===== config.mk =====
export PLATFORM = sky130hd
export DESIGN_NAME = prio_encoder_rr
export DESIGN_NICKNAME = d
export VERILOG_FILES = /design/src/rtl/prio_encoder_rr.sv
export SDC_FILE = /design/constraint.sdc
export NUM_CORES = 1
export LEC_CHECK = 0
export BUFFER_PORTS_ARGS = -buffer_cell sky130_fd_sc_hd__buf_2
export CELL_PAD_IN_SITES_DETAIL_PLACEMENT = 1
export CELL_PAD_IN_SITES_GLOBAL_PLACEMENT = 2
export CORE_MARGIN = 3
export CORE_UTILIZATION = 30
export DETAILED_ROUTE_END_ITERATION = 10
export PLACE_DENSITY = 0.82
export SLEW_MARGIN = 20
export SYNTH_ARGS = -nofsm -noshare
export SYNTH_HDL_FRONTEND = slang
export SYNTH_SLANG_ARGS = --single-unit

===== constraint.sdc =====
create_clock -name clk -period 4 [get_ports clk]
set_input_delay 0.8 -clock clk [delete_from_list [all_inputs] [get_ports clk]]
set_output_delay 0.8 -clock clk [all_outputs]
set_load 0.005 [all_outputs]

===== src/rtl/prio_encoder_rr.sv =====
// Registered N-to-log2(N) priority encoder with valid/ready output and
// optional round-robin search order starting after the last accepted winner.

module prio_encoder_rr_lane #(
  parameter int W    = 2,
  parameter int LANE = 0
) (
  input  logic         req,
  input  logic [W-1:0] start,
  output logic         hi
);
  assign hi = req && (W'(LANE) >= start);
endmodule

module prio_encoder_rr #(
  parameter int N  = 4,
  parameter int W  = $clog2(N),
  parameter int RR = 1
) (
  input  logic         clk,
  input  logic         rst,
  input  logic [N-1:0] req,
  input  logic         out_ready,
  output logic         out_valid,
  output logic [W-1:0] out_idx,
  output logic [N-1:0] out_onehot
);

  logic [W-1:0] ptr, ptr_nxt, win;
  logic [N-1:0] hi, sel, onehot;
  logic         accept, load, any_req;

  assign accept  = out_valid && out_ready;
  assign load    = !out_valid || out_ready;
  assign any_req = |req;

  // The search starts from the post-accept pointer so back-to-back grants rotate.
  always_comb begin
    ptr_nxt = ptr;
    if (RR != 0 && accept)
      ptr_nxt = (out_idx == W'(N-1)) ? '0 : out_idx + W'(1);
  end

  for (genvar i = 0; i < N; i++) begin : g_lane
    prio_encoder_rr_lane #(.W(W), .LANE(i)) u_lane (
      .req   (req[i]),
      .start (ptr_nxt),
      .hi    (hi[i])
    );
  end

  // Requests at or above the start win first; otherwise wrap to the lowest.
  always_comb begin
    sel = (|hi) ? hi : req;
    win = '0;
    for (int i = N-1; i >= 0; i--)
      if (sel[i]) win = W'(i);
    onehot = N'(1) << win;
  end

  always_ff @(posedge clk) begin
    if (rst) begin
      out_valid  <= 1'b0;
      out_idx    <= '0;
      out_onehot <= '0;
      ptr        <= '0;
    end else begin
      if (load) begin
        out_valid  <= any_req;
        out_idx    <= any_req ? win : '0;
        out_onehot <= any_req ? onehot : '0;
      end
      ptr <= ptr_nxt;
    end
  end

endmodule


==> results of run 1 <==
## stage by stage
stage	total power [mW]	hold slack (ns)	area [sq um]	utilization	cells
final	0.2267	0.4758	656.9	0.4121	104
after detailed placement	0.1558	0.4636	630.6	0.3956	100
after global routing	0.2443	0.5031	656.9	0.4121	104
after floorplan	0.1359	0.4655	540.5	-	64
after CTS	0.2299	0.4800	656.9	0.4121	104
after global placement	0.1552	0.4472	630.6	0.3956	100
## kinds of logic after synthesis
| family | synth area share |
|---|---|
| compound gates | 0.3496 |
| simple gates | 0.2500 |
| buf+inv | 0.04398 |
| flops | 0.3333 |
| fa+ha+maj | 0.02314 |
## per-layer routing
| layer | up-vias | global-route usage | part of all wire |
|---|---|---|---|
| met5 | - | 0 | 0 |
| met4 | 0 | 0.04265 | 0.0086 |
| met3 | 2 | 0.03374 | 0.045 |
| met2 | 13 | 0.2385 | 0.47 |
| li1 | 274 | - | - |
| met1 | 267 | 0.1866 | 0.48 |
## area by class of cell
class / count / share of cell area
tap: 24 / 0.04571
timing repair buffer: 13 / 0.09905
multi-input combinational: 49 / 0.5124
clock buffer: 4 / 0.04000
inverter: 5 / 0.02857
sequential: 9 / 0.2743
## power by group
group          internal, mW  switching [mW]
registers            0.0959         0.00496
clock network        0.0385          0.0349
logic                0.0234          0.0290
## state kept, by name, indices dropped and copies added (netlist names)
register and cells:
out_valid 1, ptr 2, out_onehot 4, out_idx 2
## critical path, cell delays in order
cell and delay (ns):
buf_2 0.13, a21boi_0 0.45, o22ai_1 0.16, a21oi_1 0.23, a32o_1 0.19
## final timing paths
path                   endpoint           from  slack (ns)
hold reg to reg   out_onehot[2]  out_onehot[2]        0.48
setup / recovery  out_onehot[3]      out_ready        2.24
hold / removal    out_onehot[2]  out_onehot[2]        0.48
setup reg to reg  out_onehot[3]     out_idx[0]        2.33
## cells in the mapped netlist
cell / count
dfxtp_1: 9
a2bb2oi_1: 1
or2_2: 1
o211ai_1: 1
nand2_1: 3
a21oi_1: 4
a2111o_1: 1
and3_2: 1
inv_1: 5
a32oi_4: 1
nand2b_1: 1
ha_1: 1
buf_2: 1
o21ai_0: 5
and4bb_4: 1
a31oi_1: 2
o2bb2ai_1: 1
nand3_1: 2
a32o_1: 4
o22ai_1: 2
a21boi_1: 1
nor3b_1: 2
nor2_1: 10
nor3_1: 1
nand4b_1: 1
or2b_4: 1
a21boi_0: 1
==> metrics.md, run 1 <==
| Metric | Value |
|---|---|
| Slew Limit Fails | 0 |
| Setup Buffers After CTS | 0 |
| Pre-CTS setup slack | 1.984 ns |
| RSZ-0062 raised after global routing | false |
| Setup ws final | between 2 and 2.5 ns |
| Max VDD drop | 0.1243 mV |
| NumNets Final | 89 |
| Register Area | ~180 sq um |
| CTS resizes | 0 |
| Post-DP HPWL | about 1.2 mm |
| # port buffers | 13 |
| Post-Syn Nets | between 70 and 80 |
| Hold Path Class | flip-flop to flip-flop |
| Vias/cell | ~5.3 |
| Largest net degree at the start of global routing | 9 |
| Syn Std Cell Area | 540.5 sq um |
| Final Cycle Share | 0.4406 |
| Largest fanout on the critical path | 6 |
| Clock Skew | between 0.006 and 0.007 ns |
| Die area | 2347 sq um |
| Clk slew on worst S/H paths | approximately 0.070 ns |
| Area grow syn2layout | 21.53% |
| Yosys top cell area share | 0.3333 |
| First-pass GRT wire length | approximately 2.7 mm |
| Status | finished clean |
| Final Hold Fails | 0 |
| Synth Area per Inst | roughly 8.4 sq um |
| Io pins | 14 |
| Fin crit period | between 1.5 and 2 ns |
| Post-route ant nets | 0 |
| Sequential cell area fraction in the yosys report | 0.3333 |
| Initial DRT Pass Iterations | 4 |
| Clock H-tree levels | 1 |
| Residual DRC count | 0 |
| Synth unique cells | 27 |
| Routed Wire Length | between 1.5 and 2 mm |
| Post-cts hold buffer count | 0 |
| GP Congestion | slightly below 0.8 |
| Ranking of synthesized cells by area | dfxtp_1 33%, a32o_1 7.4%, nor2_1 6.9% |
| FILL cells | roughly 190 |
| PwrDens | around 350 nW/um^2 |
| Sum Neg Setup Slack | 0 ns |
| Share of post-route cells with drive strength above 1 | 0.2625 |
| Crit Path Class | input pin to flip-flop |
| Initial antenna violation count | 0 |
| Initial Util | 0.3391 |
| Root Driver | clkbuf_4 |
| Sink Count | 9 |
| CP endpoint kind | flip-flop |
| Most common cell after layout, fill and taps aside | buf_2 |
| Leak pwr | about 0.26 nW |
| F_max | 567.4 MHz |
| ANT cells | 0 |
| Row count | 14 |
| Yosys reg bits | 9 |
| CTS tree | yes |
| Synth Warn # | 0 |
| # Max-Cap Violations | 0 |
| Crit path DAT | between 1.5 and 2 ns |
| Total gr overflow | 0 |
| # setup viols final | 0 |
| Multi-input gate area | 336.6 sq um |
| CTS Buffer Depth | 2 |
| Die H | 48.45 um |
| Worst Reg-to-Reg Cells | 5 |
| Startpoint class of the critical path | input pin |
| Yosys top cell by area | dfxtp_1 |
| WL per Instance | 14.50 um |
| Data required, critical path | ~4.2 ns |
| Core Area | between 1500 and 2000 sq um |
| DIE WIDTH | 48.45 um |
| Worst slew pin tran | between 0.5 and 0.6 ns |
| Number of global-route vias before repair | just under 600 |
| Cells after Synth | 64 |
| Max_slew headroom | 0.6427 |
| CTS buffer count | 3 |
| Commonest cells after routing, fill and taps aside | 13 x buf_2, 10 x nor2_1, 9 x dfxtp_1 |
| Drt initial violations | 6 |
| Vias | about 560 |
| Total track usage | 0.1444 |
| Worst hold stages | 2 |
| Clock insertion delay at the later pin of the skew report | ~0.26 ns |
Note: power is estimated with default switching activity, not from simulation.
==> inputs of run 2 (changes only) <==
--- a/config.mk
+++ b/config.mk
@@ -9,9 +9,9 @@
 export CELL_PAD_IN_SITES_DETAIL_PLACEMENT = 1
 export CELL_PAD_IN_SITES_GLOBAL_PLACEMENT = 2
 export CORE_MARGIN = 3
-export CORE_UTILIZATION = 30
+export CORE_UTILIZATION = 25
 export DETAILED_ROUTE_END_ITERATION = 10
-export PLACE_DENSITY = 0.82
+export PLACE_DENSITY = 0.74
 export SLEW_MARGIN = 20
 export SYNTH_ARGS = -nofsm -noshare
 export SYNTH_HDL_FRONTEND = slang
==> constraint.sdc (replaced) <==
create_clock -name clk -period 1.6 [get_ports clk]
set_input_delay 0.32 -clock clk [delete_from_list [all_inputs] [get_ports clk]]
set_output_delay 0.32 -clock clk [all_outputs]
set_load 0.005 [all_outputs]
==> run 2 against run 1 <==
Sequential share of layout area down 1.3 points. Largest cell class unchanged. Sequential cell count unchanged. Setup slack worse by 2.1 ns. Sequential power up 150%. Critical path depth unchanged. Global-route usage down 1.3 points. Largest power group unchanged. Clock power up 150%. Highest routed layer unchanged.
==> metrics.md, run 2 (synthesized netlist as in run 1, its figures left out) <==
| Metric | Value |
|---|---|
| Share of post-route cells with drive strength above 1 | 0.3095 |
| Crit path DAT | 1.68 ns |
| Most flop-heavy register | out_onehot |
| Drt initial violations | 12 |
| Core Area | ~2000 sq um |
| Crit Path Class | flip-flop to flip-flop |
| Net Sw Power | 172.1 uW |
| Worst reg-to-reg setup slack | roughly 0.11 ns |
| Die area | approximately 2800 sq um |
| Sw Share | 0.2978 |
| Max_slew headroom | 0.7296 |
| Max VDD drop | approximately 0.36 mV |
| Total track usage | 0.1316 |
| Largest net degree at the start of global routing | 9 |
| CTS buffer count | 3 |
| CTS Buffer Depth | 2 |
| WL per Instance | about 13 um |
| Clk slew on worst S/H paths | about 0.060 ns |
| Fin crit period | approximately 1.5 ns |
| # Max-Cap Violations | 0 |
| Sink Count | 9 |
| Leak pwr | 0.2830 nW |
| Worst Reg-to-Reg Cells | 5 |
| DIE WIDTH | 52.50 um |
| Clock insertion delay at the later pin of the skew report | between 0.2 and 0.3 ns |
| Gate power share | 0.250 |
| Total Power | slightly below 600 uW |
| Io pins | 14 |
| Die H | 52.50 um |
| Worst slew pin tran | between 0.4 and 0.5 ns |
| Post-DP HPWL | 1.211 mm |
| Commonest cells after routing, fill and taps aside | 13 x buf_2, 10 x nor2_1, 8 x dfxtp_1 |
| Total gr overflow | 0 |
| Slew Limit Fails | 0 |
| PwrDens | slightly above 800 nW/um^2 |
| R2R Path Start | out_idx[0] |
| Row count | 16 |
| Vias/cell | between 5 and 6 |
| # port buffers | 13 |
| GRT met2 Usage | 0.1880 |
| Slowest stage delay, CP | 0.38 ns |
| Initial Util | 0.2700 |
| Status | finished clean |
| Initial antenna violation count | 0 |
| Worst hold stages | 2 |
| Number of global-route vias before repair | approximately 560 |
| Startpoint class of the critical path | flip-flop |
| Setup Buffers After CTS | 0 |
| Routed Wire Length | about 1.5 mm |
| CTS tree | yes |
| Sum Neg Setup Slack | 0 ns |
| F_max | between 600 and 700 MHz |
| CP max-delay cell | a2111o_1 |
| CTS resizes | 0 |
| ANT cells | 0 |
| Max FFs per register | 4 |
| Clock H-tree levels | 1 |
| Final Hold Fails | 0 |
| Largest fanout on the critical path | 6 |
| Hold Path Class | input pin to flip-flop |
| Hold path startpoint | rst |
| Most Crowded Layer GR | met2 |
| Most common cell after layout, fill and taps aside | buf_2 |
| Final Cycle Share | 0.9318 |
| # setup viols final | 0 |
| Seq pwr share | 0.435 |
| P_int | about 400 uW |
| Area grow syn2layout | 28.70% |
| CP endpoint kind | flip-flop |
| CP cell instances | ha_1 > and4bb_4 > a32oi_4 > a2111o_1 > o211ai_1 |
| Met1 GRT Util | 0.1852 |
| Post-route ant nets | 0 |
| NumNets Final | 93 |
| Data required, critical path | 1.79 ns |
| Vias | about 570 |
| GP Congestion | roughly 0.7 |
| First-pass GRT wire length | around 2.6 mm |
| Clock power frac | 0.315 |
| Clock Skew | approximately 0.0016 ns |
| Met3 usage | 0.02564 |
| RSZ-0062 raised after global routing | false |
| Initial DRT Pass Iterations | 4 |
| Largest registers | out_onehot x4, out_idx x2, ptr x2 |
| Root Driver | clkbuf_4 |
| Residual DRC count | 0 |
| R2r endpoint | out_idx[1] |
| Hold endpoint | ptr[0] |
| Post-cts hold buffer count | 0 |
-- run 2: changes by cell type in the layout (fill, tap and decap cells not counted), sizes merged --
cell,previous run,this run
buf,13,17
-- run 2: metal layers --
metal | up-vias | part of all wire
li1 | 284 | -
met1 | 264 | 0.51
met2 | 13 | 0.43
met3 | 4 | 0.040
met4 | 0 | 0.019
met5 | - | 0
-- run 2: power groups by stage --
stage / registers [mW] / clock network, mW / logic (mW)
after global placement: 0.255 / 0 / 0.144
after floorplan: 0.257 / 0 / 0.0825
after global routing: 0.254 / 0.194 / 0.165
final: 0.251 / 0.182 / 0.145
after detailed placement: 0.256 / 0 / 0.144
after CTS: 0.251 / 0.190 / 0.144
-- run 2: layout make-up --
type | instances | area (sq um)
fillers | 258 | 1306
multi-input cells | 49 | 340.3
flip-flops and latches | 9 | 181.4
repair buffers | 17 | 95.09
well taps | 27 | 33.78
clock buffers | 4 | 26.28
inverters | 5 | 18.77
-- run 2: critical path: cells and delay by family (launching register included) --
| kind | cells | cell delay (ns) |
|---|---|---|
| flops | 1 | 0.31 |
| simple gates | 1 | 0.36 |
| fa+ha+maj | 1 | 0.20 |
| compound gates | 3 | 0.55 |
-- run 2: how the worst max path moves through the flow --
| stage | start | cells after the start | end | slack, ns |
|---|---|---|---|---|
| floorplan | out_idx[0] | 6 | out_onehot[3] | 0.009 |
| global placement | out_idx[0] | 5 | out_idx[1] | 0.05 |
| detailed placement | out_idx[1] | 5 | out_idx[1] | 0.03 |
| CTS | out_idx[1] | 5 | out_idx[1] | 0.02 |
| global route | out_idx[1] | 5 | out_idx[1] | 0.0005 |
| finish | out_idx[0] | 5 | out_idx[1] | 0.11 |
-- run 2: metrics by stage --
stage          setup WS [ns]  std cells  hold WS [ns]  instance area, sq um    util
2_1_floorplan       0.009315         64        0.3894                 540.5       -
3_3_place_gp         0.04733        107        0.4496                 664.4  0.3319
3_5_place_dp         0.03199        107        0.4618                 664.4  0.3319
4_1_cts              0.01600        111        0.2974                 690.7  0.3450
5_1_grt            0.0005207        111        0.3246                 695.7  0.3475
6_report              0.1091        111        0.3043                 695.7  0.3475
==> inputs of run 3 (changes only) <==
--- a/config.mk
+++ b/config.mk
@@ -9,9 +9,9 @@
 export CELL_PAD_IN_SITES_DETAIL_PLACEMENT = 1
 export CELL_PAD_IN_SITES_GLOBAL_PLACEMENT = 2
 export CORE_MARGIN = 3
-export CORE_UTILIZATION = 25
+export CORE_UTILIZATION = 30
 export DETAILED_ROUTE_END_ITERATION = 10
-export PLACE_DENSITY = 0.74
+export PLACE_DENSITY = 0.82
 export SLEW_MARGIN = 20
 export SYNTH_ARGS = -nofsm -noshare
 export SYNTH_HDL_FRONTEND = slang
==> constraint.sdc (replaced) <==
create_clock -name clk -period 1.9 [get_ports clk]
set_input_delay 0.38 -clock clk [delete_from_list [all_inputs] [get_ports clk]]
set_output_delay 0.38 -clock clk [all_outputs]
set_load 0.005 [all_outputs]
==> run 3 against run 2 <==
Setup slack gained 0.15 ns. Final cell count shrank 5.4%. Global-route usage grew 0.34 points. Core utilization grew 6.9 points. Sequential cell count is the same. Clock-buffer cell count is the same. First-iteration DRC count shrank 58%. Sequential share of layout area grew 1.0 points. Clock power shrank 19%. Combinational power shrank 23%. Register-to-register slack gained 0.15 ns. Critical path depth is the same. Critical endpoint is now out_onehot[3].
==> metrics.md, run 3 (synthesized netlist as in run 1, its figures left out) <==
| Metric | Value |
|---|---|
| RSZ-0062 raised after global routing | false |
| Post-route ant nets | 0 |
| Leak pwr | roughly 0.27 nW |
| Io pins | 14 |
| Largest registers | out_onehot x4, out_idx x2, ptr x2 |
| Clk slew on worst S/H paths | 0.07 ns |
| Final Cycle Share | 0.8635 |
| ANT cells | 0 |
| Core Area | ~1600 sq um |
| Max_slew headroom | 0.7106 |
| Final Hold Slack | roughly 0.36 ns |
| Final Hold Fails | 0 |
| PwrDens | between 700 and 800 nW/um^2 |
| Sink Count | 9 |
| Startpoint class of the critical path | flip-flop |
| Vias/cell | 5.267 |
| Initial antenna violation count | 0 |
| Crit path DAT | ~1.8 ns |
| # port buffers | 13 |
| Total gr overflow | 0 |
| Vias | 553 |
| Fin crit period | approximately 1.6 ns |
| Die area | 2347 sq um |
| Routed Wire Length | roughly 1.5 mm |
| FILL cells | about 210 |
| Initial DRT Pass Iterations | 4 |
| Clock H-tree levels | 1 |
| Total track usage | 0.1349 |
| R2R Path Start | out_idx[0] |
| GP Congestion | 0.7425 |
| Max FFs per register | 4 |
| Post-DP HPWL | 1.168 mm |
| Drt initial violations | 5 |
| Number of global-route vias before repair | 546 |
| Clock Skew | 0.006743 ns |
| CTS Buffer Depth | 2 |
| Most common cell after layout, fill and taps aside | buf_2 |
| CTS tree | yes |
| CP endpoint kind | flip-flop |
| Crit Path Class | flip-flop to flip-flop |
| Row count | 14 |
| Clock insertion delay at the later pin of the skew report | 0.26 ns |
| Hold path startpoint | rst |
| DIE WIDTH | slightly below 50 um |
| CTS buffer count | 3 |
| Status | finished clean |
| NumNets Final | 90 |
| WL per Instance | approximately 14 um |
| First-pass GRT wire length | 2.546 mm |
| Initial Util | 0.3391 |
| F_max | slightly above 600 MHz |
| Worst slew pin tran | about 0.43 ns |
| Area grow syn2layout | 22.92% |
| Largest fanout on the critical path | 6 |
| Commonest cells after routing, fill and taps aside | 13 x buf_2, 10 x nor2_1, 9 x dfxtp_1 |
| CTS resizes | 0 |
| Post-cts hold buffer count | 0 |
| Die H | between 40 and 50 um |
| Sum Neg Setup Slack | 0 ns |
| Largest net degree at the start of global routing | 9 |
| Max VDD drop | 0.3094 mV |
| Setup Buffers After CTS | 0 |
| # setup viols final | 0 |
| Crit. Startpoint | out_idx[0] |
| Hold Path Class | input pin to flip-flop |
| Share of post-route cells with drive strength above 1 | 0.2716 |
| Data required, critical path | 2.05 ns |
| Residual DRC count | 0 |
| Slew Limit Fails | 0 |
| Root Driver | clkbuf_4 |
| # Max-Cap Violations | 0 |
| Most flop-heavy register | out_onehot |
## run 3: per-layer routing
metal | part of all wire | up-vias | global-route usage | routed length [um]
met3 | 0.035 | 2 | 0.03067 | 52
met5 | 0 | - | 0 | 0
met4 | 0.0094 | 0 | 0.04265 | 14
li1 | - | 277 | - | -
met1 | 0.49 | 259 | 0.1891 | 724
met2 | 0.47 | 15 | 0.2041 | 695
## run 3: critical path, cell delays in order, from the launching register on
cell and delay (ns):
dfxtp_1 0.34, ha_1 0.31, and3_2 0.24, nor2_1 0.25
o21ai_0 0.14, a32o_1 0.27
## run 3: area by class of cell
type                            instances  area [sq um]  share of cell area
Tap cell                               24         30.03             0.04520
Clock buffer                            4         26.28             0.03955
Multi-Input combinational cell         49         336.6              0.5066
Timing Repair Buffer                   14         72.57              0.1092
Sequential cell                         9         180.2              0.2712
Inverter                                5         18.77             0.02825
## run 3: where the power goes
part	switching, mW	internal, mW	total [mW]
registers	0.0111	0.202	0.213
clock network	0.0668	0.0808	0.148
logic	0.0610	0.0501	0.111
total	0.139	0.333	0.472
## run 3: final timing paths
kind         slack, ns             to  cells after the start
max reg2reg       0.26  out_onehot[3]                      5
min               0.36         ptr[0]                      2
min reg2reg       0.47  out_onehot[3]                      1
max               0.26  out_onehot[3]                      5
## run 3: through the flow
step                power (mW)  instance area (sq um)  setup WS [ns]  instances    util
floorplan               0.2861                  540.5         0.3093         64       -
global placement        0.3271                  638.1         0.3194        101  0.4003
detailed placement      0.3291                  638.1         0.2596        101  0.4003
CTS                     0.4802                  664.4         0.2562        105  0.4168
global route            0.5094                  664.4         0.1415        105  0.4168
finish                  0.4719                  664.4         0.2593        105  0.4168
